==> src/rtl/pc_sequencer_pkg.sv <==
// Shared definitions for the program-counter sequencer: FSM states,
// reset address default and instruction field widths.
package pc_sequencer_pkg;

  typedef enum logic [1:0] {
    ST_BOOT   = 2'd0,
    ST_RUN    = 2'd1,
    ST_HALTED = 2'd2
  } state_t;

  localparam logic [31:0] RESET_PC_DEFAULT = 32'h0000_0000;
  localparam int          OFFSET_W         = 16;
  localparam int          JTARGET_W        = 26;

endpackage

==> src/rtl/pc_plus1.sv <==
// PCPlus1 incrementer: word address plus one, wrapping modulo 2^32.
module pc_plus1 (
  input  logic [31:0] pc,
  output logic [31:0] pc_next1
);

  assign pc_next1 = pc + 32'd1;

endmodule

==> src/rtl/pc_sequencer_next_pc_mux.sv <==
// Redirect priority (jump-register > jump > branch > sequential) and the
// target arithmetic for the next fetch address.
module next_pc_mux
  import pc_sequencer_pkg::*;
(
  input  logic [31:0]          pc_next1,
  input  logic                 branch,
  input  logic [OFFSET_W-1:0]  branch_offset,
  input  logic                 jump,
  input  logic [JTARGET_W-1:0] jump_target,
  input  logic                 jump_reg,
  input  logic [31:0]          reg_target,
  output logic [31:0]          next_pc
);

  logic [31:0] offset_ext;

  assign offset_ext = {{(32-OFFSET_W){branch_offset[OFFSET_W-1]}}, branch_offset};

  // Pick the highest-priority redirect; the branch add wraps silently.
  always_comb begin
    next_pc = pc_next1;
    if (jump_reg) begin
      next_pc = reg_target;
    end else if (jump) begin
      next_pc = {pc_next1[31:JTARGET_W], jump_target};
    end else if (branch) begin
      next_pc = pc_next1 + offset_ext;
    end else begin
      next_pc = pc_next1;
    end
  end

endmodule

==> src/rtl/pc_sequencer.sv <==
// Program-counter stage: PC register, boot/run/halted FSM and the
// retired-instruction counter.
module pc_sequencer
  import pc_sequencer_pkg::*;
#(
  parameter logic [31:0] RESET_PC = RESET_PC_DEFAULT,
  parameter int          CNT_W    = 32
) (
  input  logic                 Clk,
  input  logic                 Rst_n,
  input  logic                 Stall,
  input  logic                 Halt,
  input  logic                 Branch,
  input  logic [OFFSET_W-1:0]  BranchOffset,
  input  logic                 Jump,
  input  logic [JTARGET_W-1:0] JumpTarget,
  input  logic                 JumpReg,
  input  logic [31:0]          RegTarget,
  output logic [31:0]          PC,
  output logic [31:0]          PCNext1,
  output logic                 PCValid,
  output logic                 Halted,
  output logic [CNT_W-1:0]     RetiredCount
);

  localparam logic [CNT_W-1:0] CNT_ONE  = {{(CNT_W-1){1'b0}}, 1'b1};
  localparam logic [CNT_W-1:0] CNT_ZERO = {CNT_W{1'b0}};

  state_t           state_r, state_n;
  logic [31:0]      pc_r, pc_n;
  logic [31:0]      mux_pc_s;
  logic [CNT_W-1:0] cnt_r, cnt_n;
  logic             pc_valid_r;
  logic             halted_r;

  pc_plus1 u_pc_plus1 (
    .pc       (pc_r),
    .pc_next1 (PCNext1)
  );

  next_pc_mux u_next_pc_mux (
    .pc_next1      (PCNext1),
    .branch        (Branch),
    .branch_offset (BranchOffset),
    .jump          (Jump),
    .jump_target   (JumpTarget),
    .jump_reg      (JumpReg),
    .reg_target    (RegTarget),
    .next_pc       (mux_pc_s)
  );

  // Next-state logic: stall outranks halt, halt outranks any redirect.
  always_comb begin
    state_n = state_r;
    pc_n    = pc_r;
    cnt_n   = cnt_r;
    case (state_r)
      ST_BOOT: begin
        state_n = ST_RUN;
      end
      ST_RUN: begin
        if (Stall) begin
          state_n = ST_RUN;
        end else if (Halt) begin
          state_n = ST_HALTED;
          cnt_n   = cnt_r + CNT_ONE;
        end else begin
          pc_n  = mux_pc_s;
          cnt_n = cnt_r + CNT_ONE;
        end
      end
      ST_HALTED: begin
        state_n = ST_HALTED;
      end
      default: begin
        state_n = ST_BOOT;
      end
    endcase
  end

  // State, PC, counter and the status flags that follow the next state.
  always_ff @(posedge Clk) begin
    if (!Rst_n) begin
      state_r    <= ST_BOOT;
      pc_r       <= RESET_PC;
      cnt_r      <= CNT_ZERO;
      pc_valid_r <= 1'b0;
      halted_r   <= 1'b0;
    end else begin
      state_r    <= state_n;
      pc_r       <= pc_n;
      cnt_r      <= cnt_n;
      pc_valid_r <= (state_n == ST_RUN);
      halted_r   <= (state_n == ST_HALTED);
    end
  end

  assign PC           = pc_r;
  assign PCValid      = pc_valid_r;
  assign Halted       = halted_r;
  assign RetiredCount = cnt_r;

endmodule

==> config.mk <==
export PLATFORM = sky130hd
export DESIGN_NAME = pc_sequencer
export DESIGN_NICKNAME = d
export VERILOG_FILES = /design/src/rtl/pc_sequencer_pkg.sv /design/src/rtl/pc_plus1.sv /design/src/rtl/pc_sequencer_next_pc_mux.sv /design/src/rtl/pc_sequencer.sv
export SDC_FILE = /design/constraint.sdc
export NUM_CORES = 1
export LEC_CHECK = 0
export CORE_AREA = 2 2 117 119
export DETAILED_ROUTE_END_ITERATION = 16
export DIE_AREA = 0 0 119 121
export PLACE_DENSITY = 0.78
export SYNTH_ARGS = -nofsm -noshare
export SYNTH_HDL_FRONTEND = slang
export SYNTH_SLANG_ARGS = --single-unit
==> constraint.sdc <==
create_clock -name Clk -period 6.8 [get_ports Clk]
set_input_delay 1.36 -clock Clk [delete_from_list [all_inputs] [get_ports Clk]]
set_output_delay 1.36 -clock Clk [all_outputs]
set_load 0.005 [all_outputs]
==> impl_metrics.yaml <==
power_and_ir_drop:
  leakagePower_nw: 3.19
  p_int_w: 0.000864
  total_power_w: 0.00124
  clkPwrFrac_pct: 39.2
  combinationalPowerShare_pct: 26.4
  pwr-share-seq_pct: 34.4
  power_density_nw_per_um2: 153
  vdd.ir_drop.worst_v: 0.000120
  p_sw_w: 0.000381
  p_sw_share_pct: 30.6
cts:
  clk_pin_slew_ps: 60
  h-tree-depth: 3
  cts_setup_buffers: 0
  postCtsHoldBufs: 0
  max-clock-path-buffers: 2
  insertion_delay_ps: 330
  cts_tree: "yes"
  numCtsBuffers: 9
  cts-root-buf: "clkbuf_16"
  clkSinkCount: 68
  ctsResizeCount: 0
routing:
  routed_wl_mm: 20.7
  drt-pass1-iter-count: 8
  viasPerCell: 5.93
  wl_per_cell_um: 18.3
  via_count: 6682
  initialDrtViolationCount: 627
  postRouteAntennaNets: 0
  drc: 0
synthesis:
  synth_area_um2: 5950
  ys_types: 71
  yosysTopAreaCell: "dfxtp_1"
  synth_fp_nets: 908
  netlist.area_leader.share_pct: 22.9
  synth_edf_count: 0
  ys_seq_area_share_pct: 22.9
  ys_top_cells_by_area: "dfxtp_1 23%, ha_1 8.4%, a21oi_1 6.4%"
  synth_seq_cells: 68
  yosys_warnings: 0
  avgSynthCellArea_um2: 7.57
  synth_top_flop_cell: "dfxtp_1"
  synthCells: 786
  synth.most_common_cell: "nand2_1"
  synthArstFlopShare_pct: 0
  synth_commonest_cells: "79 x nand2_1, 76 x a21oi_1, 69 x nor2_1"
place:
  hpwlAfterDp_mm: 15.6
  portBuffers: 178
  post-place-ws_ps: 1810
  place_area_um2: 7810
  gp_congestion: 0.959
layout:
  finalNetCount: 1068
  antennaDiodeCount: 0
  areaGrowthSynthToFinish_pct: 36.4
  final_cell_area_um2: 8120
  drive_above_1_share_pct: 4.00
floorplanning:
  boundaryPins: 179
  core_um2: 13100
  die_h_um: 121
  num_rows: 42
  die_area_um2: 14400
  die_w_um: 119
  start_util_pct: 45.5
global_route:
  grt_pass1_wl_mm: 33.0
  grt_max_degree: 60
  grt_pass1_vias: 6070
  antenna_found_initial: 0
  grt_usage_pct: 28.4
  grt_overflow: 0
flow_run:
  maxCapViolCount: 0
worst_setup_path:
  cpMostUsedCell: "a31oi_1"
  cp.arrival_ps: 4990
  slowest_delay_ps: 990
  end_kind: "flop"
  critical_path.cell_chain: "clkdlybuf4s50_1, ha_1, a21o_1, a31oi_1, and3_1, a21oi_1, a31oi_1, xnor2_1, mux2i_1, a2111oi_0"
  startpoint_type: "input port"
  critical_path.max_fanout: 25
  cp_slowest_cell: "clkdlybuf4s50_1"
  critPathKind: "in2reg"
  cp_data_required_time_ps: 6990
min_path:
  hold_class: "reg2reg"
timing:
  drv_slew: 0
  max_freq_mhz: 208
  fin_tns_setup_ps: 0
  min_period_ps: 4800
  setup_viol: 0
  hold_viol: 0
  fin_worst_skew_ps: 6.32
  period_share_pct: 70.6
  rsz0062_at_grt: "no"
  setup_ws_ps: 2000
  slew_headroom_pct: 27.0
  worstMarginPinSlew_ps: 1090
run_status:
  outcome: "finished, final reports clean"
==> layer usage <==
layer | wire length, um | global-route usage (%) | vias to the layer above | share of wire [%]
li1 | - | - | 3217 | -
met1 | 9610 | 41.1 | 3102 | 46
met2 | 8630 | 42.3 | 338 | 42
met3 | 2110 | 7.52 | 25 | 10
met4 | 332 | 6.10 | 0 | 1.6
met5 | 0 | 0 | - | 0
==> state kept, by name, summed over array words and instances, names as in the netlist <==
signal and count:
Halted 1, PC 32, PCValid 1, state_r 2, RetiredCount 32
==> power by group through the flow <==
stage               registers, W  clock network (W)  logic (W)
finish                  0.000428           0.000488   0.000328
global route            0.000430           0.000510   0.000358
CTS                     0.000428           0.000492   0.000322
detailed placement      0.000436                  0   0.000321
global placement        0.000436                  0   0.000321
floorplan               0.000433                  0   0.000181
==> worst paths after layout <==
path                                  startpoint               end  slack, ps  cells past startpoint
worst max-delay path            BranchOffset[15]            PC[21]       2000                     10
worst min-delay path            RetiredCount[29]  RetiredCount[29]        500                      2
worst max register to register             PC[1]            PC[23]       2600                     14
worst min register to register  RetiredCount[29]  RetiredCount[29]        500                      2
==> layout by cell type (no fill, tap or decap), types with 14 or more instances in the layout <==
master,instances
nand3_1,26
xor2_1,34
a211oi_1,15
dfxtp_1,68
nor2_1,69
and3_1,23
o211ai_1,15
a21oi_1,76
nand4_1,28
a21o_1,19
o21ai_0,42
xnor2_1,42
clkdlybuf4s50_1,177
nand2_1,79
nor3_1,14
inv_1,21
ha_1,40
==> layout make-up <==
cell class	instances	area, um2
timing repair buffer	186	1840
inverter	23	86.3
sequential	68	1360
fill	1167	4970
clock inverter	6	71.3
multi-input combinational	658	4300
tap	176	220
clock buffer	10	239
==> worst max-delay path, delay by kind of cell <==
kind | cells | cell delay [ps]
compound gates | 5 | 1440
xor+xnor | 1 | 170
fa+ha+maj | 1 | 680
buf+inv | 1 | 990
mux | 1 | 110
simple gates | 1 | 220
==> logic make-up after synthesis <==
group,Yosys count,share of synthesized area (%)
DFF,68,22.9
muxes,6,1.01
and+or+nand+nor,294,25.2
AOI/OAI and AO/OA,240,25.9
adders and majority gates,41,8.74
xor gates and xnor gates,77,11.5
buffers and inverters,60,4.90
==> through the flow <==
stage                     util (%)  std cells  hold WS (ps)
after CTS                     62.0       1127           502
after detailed placement      59.7       1111           494
after global placement        59.7       1111           484
after global routing          62.0       1127           541
after floorplan                  -        786           483
final                         62.0       1127           503
(Power assumes the default switching activity.)
